File: config.mk
export PLATFORM = sky130hd
export DESIGN_NAME = ifetch_unit_flat
export DESIGN_NICKNAME = d
export VERILOG_FILES = /design/src/rtl/ifetch_unit_if.sv /design/src/rtl/ifetch_unit.sv /design/src/flat_wrapper.sv
export SDC_FILE = /design/constraint.sdc
export NUM_CORES = 1
export LEC_CHECK = 0
export ABC_AREA = 1
export BUFFER_PORTS_ARGS = -buffer_cell sky130_fd_sc_hd__buf_2
export CAP_MARGIN = 20
export CORE_ASPECT_RATIO = 0.5
export CORE_MARGIN = 1
export CORE_UTILIZATION = 40
export CTS_BUF_LIST = sky130_fd_sc_hd__clkbuf_4
export CTS_CLUSTER_DIAMETER = 30
export DETAILED_ROUTE_END_ITERATION = 10
export MAX_ROUTING_LAYER = met4
export SYNTH_ARGS = -nofsm -noshare
export SYNTH_HDL_FRONTEND = slang
export SYNTH_SLANG_ARGS = --single-unit
File: constraint.sdc
create_clock -name clk -period 9.3 [get_ports clk]
set_input_delay 1.395 -clock clk [delete_from_list [all_inputs] [get_ports clk]]
set_output_delay 1.395 -clock clk [all_outputs]
set_load 0.02 [all_outputs]
File: src/rtl/ifetch_unit_if.sv
// Fetch unit bus: imem address/data, branch redirect and the decode-side valid/ready port.
// master = fetch unit, slave = surrounding core (imem + decode + branch logic).
interface ifetch_unit_if;
    logic [31:0] imem_addr;
    logic [31:0] imem_instr;
    logic        redirect_valid;
    logic [31:0] redirect_pc;
    logic        out_valid;
    logic        out_ready;
    logic [31:0] out_instr;
    logic [31:0] out_pc;
    logic [31:0] out_pc_plus4;
    logic        misalign_err;

    modport master (
        output imem_addr,
        input  imem_instr,
        input  redirect_valid,
        input  redirect_pc,
        output out_valid,
        input  out_ready,
        output out_instr,
        output out_pc,
        output out_pc_plus4,
        output misalign_err
    );

    modport slave (
        input  imem_addr,
        output imem_instr,
        output redirect_valid,
        output redirect_pc,
        input  out_valid,
        output out_ready,
        input  out_instr,
        input  out_pc,
        input  out_pc_plus4,
        input  misalign_err
    );
endinterface

File: src/rtl/ifetch_unit.sv
// MIPS32 instruction fetch: PC register, in-order fetch queue, redirect flush.
// Optional macro IFETCH_ALIGN_CHECK_EN enables misaligned-redirect detection and HALT.
module ifetch_unit #(
    parameter logic [31:0] RESET_PC = 32'h0000_0000,
    parameter int unsigned DEPTH    = 2
) (
    input  logic          clk,
    input  logic          rst_n,
    ifetch_unit_if.master bus
);
    localparam int unsigned    PW       = (DEPTH > 1) ? $clog2(DEPTH) : 1;
    localparam logic [PW-1:0]  PTR_ONE  = PW'(1);
    localparam logic [PW:0]    CNT_ONE  = (PW + 1)'(1);
    localparam logic [PW:0]    FULL_CNT = (PW + 1)'(DEPTH);

    localparam logic [0:0] ST_RUN  = 1'b0;
    localparam logic [0:0] ST_HALT = 1'b1;

    logic [31:0]   pc;
    logic [0:0]    state;
    logic [31:0]   q_pc    [DEPTH];
    logic [31:0]   q_instr [DEPTH];
    logic [PW-1:0] rd_ptr;
    logic [PW-1:0] wr_ptr;
    logic [PW:0]   count;
    logic          err;
    logic          full;
    logic          pop;
    logic          push;
    logic          misalign;
    logic [31:0]   target;

`ifdef IFETCH_ALIGN_CHECK_EN
    assign misalign = (bus.redirect_pc[1:0] != 2'b00);
    assign target   = bus.redirect_pc;
`else
    assign misalign = 1'b0;
    assign target   = bus.redirect_pc & 32'hFFFF_FFFC;
`endif

    assign full = (count == FULL_CNT);
    assign pop  = bus.out_valid & bus.out_ready;
    // A push into a full queue is allowed when the head leaves in the same cycle.
    assign push = (state == ST_RUN) & ~bus.redirect_valid & (~full | pop);

    always_ff @(posedge clk) begin
        if (!rst_n) begin
            pc     <= RESET_PC;
            state  <= ST_RUN;
            count  <= '0;
            rd_ptr <= '0;
            wr_ptr <= '0;
            err    <= 1'b0;
        end else if (bus.redirect_valid) begin
            pc     <= target;
            count  <= '0;
            rd_ptr <= '0;
            wr_ptr <= '0;
            state  <= misalign ? ST_HALT : ST_RUN;
            if (misalign) begin
                err <= 1'b1;
            end
        end else begin
            if (push) begin
                pc     <= pc + 32'd4;
                wr_ptr <= wr_ptr + PTR_ONE;
            end
            if (pop) begin
                rd_ptr <= rd_ptr + PTR_ONE;
            end
            case ({push, pop})
                2'b10:   count <= count + CNT_ONE;
                2'b01:   count <= count - CNT_ONE;
                default: count <= count;
            endcase
        end
    end

    always_ff @(posedge clk) begin
        if (push) begin
            q_pc[wr_ptr]    <= pc;
            q_instr[wr_ptr] <= bus.imem_instr;
        end
    end

    assign bus.imem_addr    = pc;
    assign bus.out_valid    = (count != '0);
    assign bus.out_pc       = q_pc[rd_ptr];
    assign bus.out_instr    = q_instr[rd_ptr];
    assign bus.out_pc_plus4 = q_pc[rd_ptr] + 32'd4;
    assign bus.misalign_err = err;
endmodule

File: src/flat_wrapper.sv
// flat-port wrapper written by rule: the top's interface ports become plain ports
module ifetch_unit_flat 
#(
    parameter logic [31:0] RESET_PC = 32'h0000_0000,
    parameter int unsigned DEPTH    = 2
)
  (clk, rst_n, bus_imem_addr, bus_imem_instr, bus_redirect_valid, bus_redirect_pc, bus_out_valid, bus_out_ready, bus_out_instr, bus_out_pc, bus_out_pc_plus4, bus_misalign_err);
  ifetch_unit_if bus_i ();
  input  logic clk;
  input  logic rst_n;
  output wire logic [$bits(bus_i.imem_addr)-1:0] bus_imem_addr;
  input wire logic [$bits(bus_i.imem_instr)-1:0] bus_imem_instr;
  input wire logic [$bits(bus_i.redirect_valid)-1:0] bus_redirect_valid;
  input wire logic [$bits(bus_i.redirect_pc)-1:0] bus_redirect_pc;
  output wire logic [$bits(bus_i.out_valid)-1:0] bus_out_valid;
  input wire logic [$bits(bus_i.out_ready)-1:0] bus_out_ready;
  output wire logic [$bits(bus_i.out_instr)-1:0] bus_out_instr;
  output wire logic [$bits(bus_i.out_pc)-1:0] bus_out_pc;
  output wire logic [$bits(bus_i.out_pc_plus4)-1:0] bus_out_pc_plus4;
  output wire logic [$bits(bus_i.misalign_err)-1:0] bus_misalign_err;
  assign bus_imem_addr = bus_i.imem_addr;
  assign bus_i.imem_instr = bus_imem_instr;
  assign bus_i.redirect_valid = bus_redirect_valid;
  assign bus_i.redirect_pc = bus_redirect_pc;
  assign bus_out_valid = bus_i.out_valid;
  assign bus_i.out_ready = bus_out_ready;
  assign bus_out_instr = bus_i.out_instr;
  assign bus_out_pc = bus_i.out_pc;
  assign bus_out_pc_plus4 = bus_i.out_pc_plus4;
  assign bus_misalign_err = bus_i.misalign_err;
  ifetch_unit #(.RESET_PC(RESET_PC), .DEPTH(DEPTH)) u_core (.clk(clk), .rst_n(rst_n), .bus(bus_i));
endmodule
==> results.md <==
Floorplan:
- The die boundary width is 201 um.
- The initial core utilization is 41.9%.
- The die outline area is 20300 um^2.
- The area of the placeable core is 18800 um^2.
- The floorplan has 35 rows.
- The die is 101 um tall.
- 198 I/O pins were placed.

Power and ir drop:
- The share of power burned in registers is 57.4%.
- Summed over all cells, the static leakage comes to 3.92 nW.
- The total power after layout is 1.44 mW.
- For this design the ratio of total power to cell area is 155 nW/um^2.
- The design internal power is 0.993 mW.
- The part of the power in combinational logic is 15.3%.
- IR analysis of the VDD net gives a maximum drop of 80.5 uV.
- The analysis attributes to net switching a power of 0.450 mW.
- The clock network burns 27.3% of the power.
- Of the total power, the share spent switching nets is 31.2%.

Global route:
- The combined global-route utilization of all metal layers is 20.8%.
- The number of global-route vias before repair is 5832.
- The aggregate global routing overflow is 0.
- The first global-routing pass estimated 31300 um of wire.
- The pin count of the biggest net entering global routing is 67.
- The initial antenna violation count is 0.

Final layout:
- The count of cells in the finished layout, fillers not included, comes to 1301.
- The final design instance area without fill is 9290 um^2.
- For this run, the post-layout net count is 1100.
- Counting the fill cells in the layout gives 1806.
- The library cells used most frequently in the layout, excluding fill and tap cells, are nand2_1, buf_2, edfxtp_1, inv_1, nor2_1.
- Compared with the post-synthesis result, the final layout area differs by 17.8%.
- The layout cell share with drive strength beyond 1 is 29.7%.
- The number of antenna diodes in the final layout is 0.
- Leaving out fill and tap cells, the most frequent cell in the layout is nand2_1.

Flow run:
- The reported max-cap violation count is 0.

Worst setup path:
- The signal on the critical path passes through buf_4, o21ai_1, nor2_1, nand2_1, nor2_1, nand3_1, xor2_1, buf_2.
- At the worst endpoint, the arrival time is 3300 ps.
- The cell with the biggest individual delay on the critical path is buf_4.
- The maximum net fanout on the critical path is 66.
- The cell seen most often among critical-path stages is nor2_1.
- For the worst setup path, the data required time is 7910 ps.
- The worst setup path is captured at an output pin.
- The worst setup path is launched from a flop.
- The startpoint-to-endpoint class of the critical path is reg -> out.
- For this run, the slowest stage of the critical path takes 710 ps.

Timing:
- The tightest hold path in the finished design has a slack of 504 ps.
- The final setup violation count is 0.
- In the finished design, the share of the clock period the worst path needs comes to 50.5%.
- The count of final hold-check violations is 0.
- Setup repair after global routing left no endpoint under its margin.
- The clock skew is 33.7 ps.
- The total negative slack is 0 ps.
- The maximum frequency from static timing analysis is 213 MHz.
- The smallest clock period supported by the final layout is computed as 4690 ps.
- The worst slew slack as a fraction of its limit is 40.1%.
- The slew at the pin with the worst max-slew slack is 898 ps.
- The final count of pins violating max slew is 0.

Clocking:
- Counting along the longest clock path gives a buffer depth of 2.
- Counting the buffers created by CTS gives 17.
- The TritonCTS clock tree is built.
- The number of hold buffers added after CTS was 0.
- The cell sitting at the root of the clock tree is a clkbuf_4.
- The latest clock arrival within the worst-skew pair is 560 ps.
- The clock tree synthesis step divided the H-tree into 4 levels.
- The number of setup buffers added after CTS is 0.
- The quantity of gates resized following cts is 0.
- The clock sink count is 159.
- Clock-pin slew was measured on the worst setup and hold paths at 160 ps.

Logic synthesis:
- Counting flops and latches in the post-synthesis netlist gives 159.
- Yosys mapped the design onto 38 distinct sky130hd cell types.
- Averaged over all synthesized cells, the footprint is 9.39 um^2.
- The cell area after synthesis is 7890 um^2.
- The total of warnings raised by yosys is 0.
- The post-synthesis instance total is 840.
- The sequential-to-total area share from yosys stat is 56.1%.
- The top cell type by area accounts for 47.2% of the synthesized area.
- Summed over all instances, the cell type with the most area after synthesis is edfxtp_1.
- Sorting the synthesized cells by area gives the leading types as edfxtp_1, nand2_1, dfxtp_1.

Detailed routing:
- For this block, the initial DRC count from the detailed router was 360.
- The total routed wirelength is 20200 um.
- The detailed-routing iteration count for the pre-antenna-repair pass is 5.
- The routed layout has 6262 vias.
- After detailed routing, the number of vias per cell comes to 4.81.
- Once detail routing completed, the nets flagged for antenna violations numbered 0.
- For this run, design rule violations remaining after detail routing come to 0.
- The average wire per cell in the routed design is 15.5 um.

Place:
- The final weighted congestion in routability-driven placement is 0.887.
- The total cell area at the placement stage is 9030 um^2.
- Including well taps, the total number of placed cells is 1269.
- The half-perimeter wire length after placement is 14600 um.
- The count of buffers added on input and output ports is 188.

Run status:
- The run finished with clean final reports.

Hold path:
- The min-delay analysis places its worst path in the category reg -> reg.
power by group through the flow:
stage                     clock [mW]  sequential (mW)  combinational (mW)
after CTS                      0.405            0.828               0.224
after detailed placement           0            0.844               0.223
after global placement             0            0.842               0.221
final                          0.393            0.828               0.221
after global routing           0.436            0.832               0.241
after floorplan                    0            0.845               0.137
cell usage after synthesis (all sizes together):
cell	instances
a21oi	31
a22o	5
a22oi	1
a31oi	7
and2	2
buf	22
clkbuf	5
clkinv	1
conb	1
dfxtp	35
edfxtp	124
ha	3
inv	113
mux2	32
nand2	208
nand3	41
nand3b	2
nand4	4
nor2	117
nor3	11
o21ai	45
o21bai	1
o221ai	1
or2	2
xnor2	4
xor2	22
critical path: cells and delay by family (launching register included):
kind	cells	cell delay, ps
flip-flops	1	580
AO/OA/AOI/OAI	1	350
AND/OR/NAND/NOR	4	610
XOR/XNOR	1	230
buffers and inverters	2	920
registers in the layout, summed over array words and instances, names as in the netlist, named ones only:
register and count:
u_core.count 2, u_core.wr_ptr 1, u_core.q_instr 64, u_core.q_pc 60, u_core.rd_ptr 1, u_core.bus.imem_addr 30
layout make-up:
type / instances / area [um^2] / share of cell area (%)
multi-input cells: 546 / 2890 / 31.1
inverters: 114 / 428 / 4.61
flip-flops and latches: 159 / 4430 / 47.7
clock buffers: 18 / 135 / 1.45
well taps: 259 / 324 / 3.49
repair buffers: 191 / 963 / 10.4
clock inverters: 14 / 121 / 1.31
path summary, 6_finish.rpt:
path / from / end / slack (ps) / cells past startpoint
setup / recovery: flop / bus_out_pc_plus4[22] / 4610 / 8
hold / removal: u_core.count[1] / u_core.count[1] / 500 / 2
setup reg to reg: u_core.count[0] / u_core.q_instr[0][24] / 6840 / 5
hold reg to reg: u_core.count[1] / u_core.count[1] / 500 / 2
stage by stage:
| stage | setup WS [ps] | utilization, % |
|---|---|---|
| after CTS | 4530 | 49.3 |
| after floorplan | 4270 | - |
| after global routing | 4250 | 49.3 |
| after detailed placement | 5190 | 48.0 |
| final | 4610 | 49.3 |
| after global placement | 5180 | 48.0 |
cell families (layout without fill, tap and decap cells):
logic type,after synthesis,after routing,synth area share [%]
compound gates,91,91,7.24
xor+xnor,26,26,2.89
fa+ha+maj,3,3,0.476
buf+inv,141,337,7.74
flops,159,159,56.1
mux,32,32,4.57
other cells,1,7,0.0476
simple gates,387,387,20.9
per-layer routing:
metal	track usage [%]	wire length [um]	share of wire, %
met5	-	0	0
met2	33.1	9500	47
met4	6.05	272	1.3
met1	27.1	9460	47
met3	3.99	942	4.7
No activity file was read; power rests on OpenSTA's default activity.
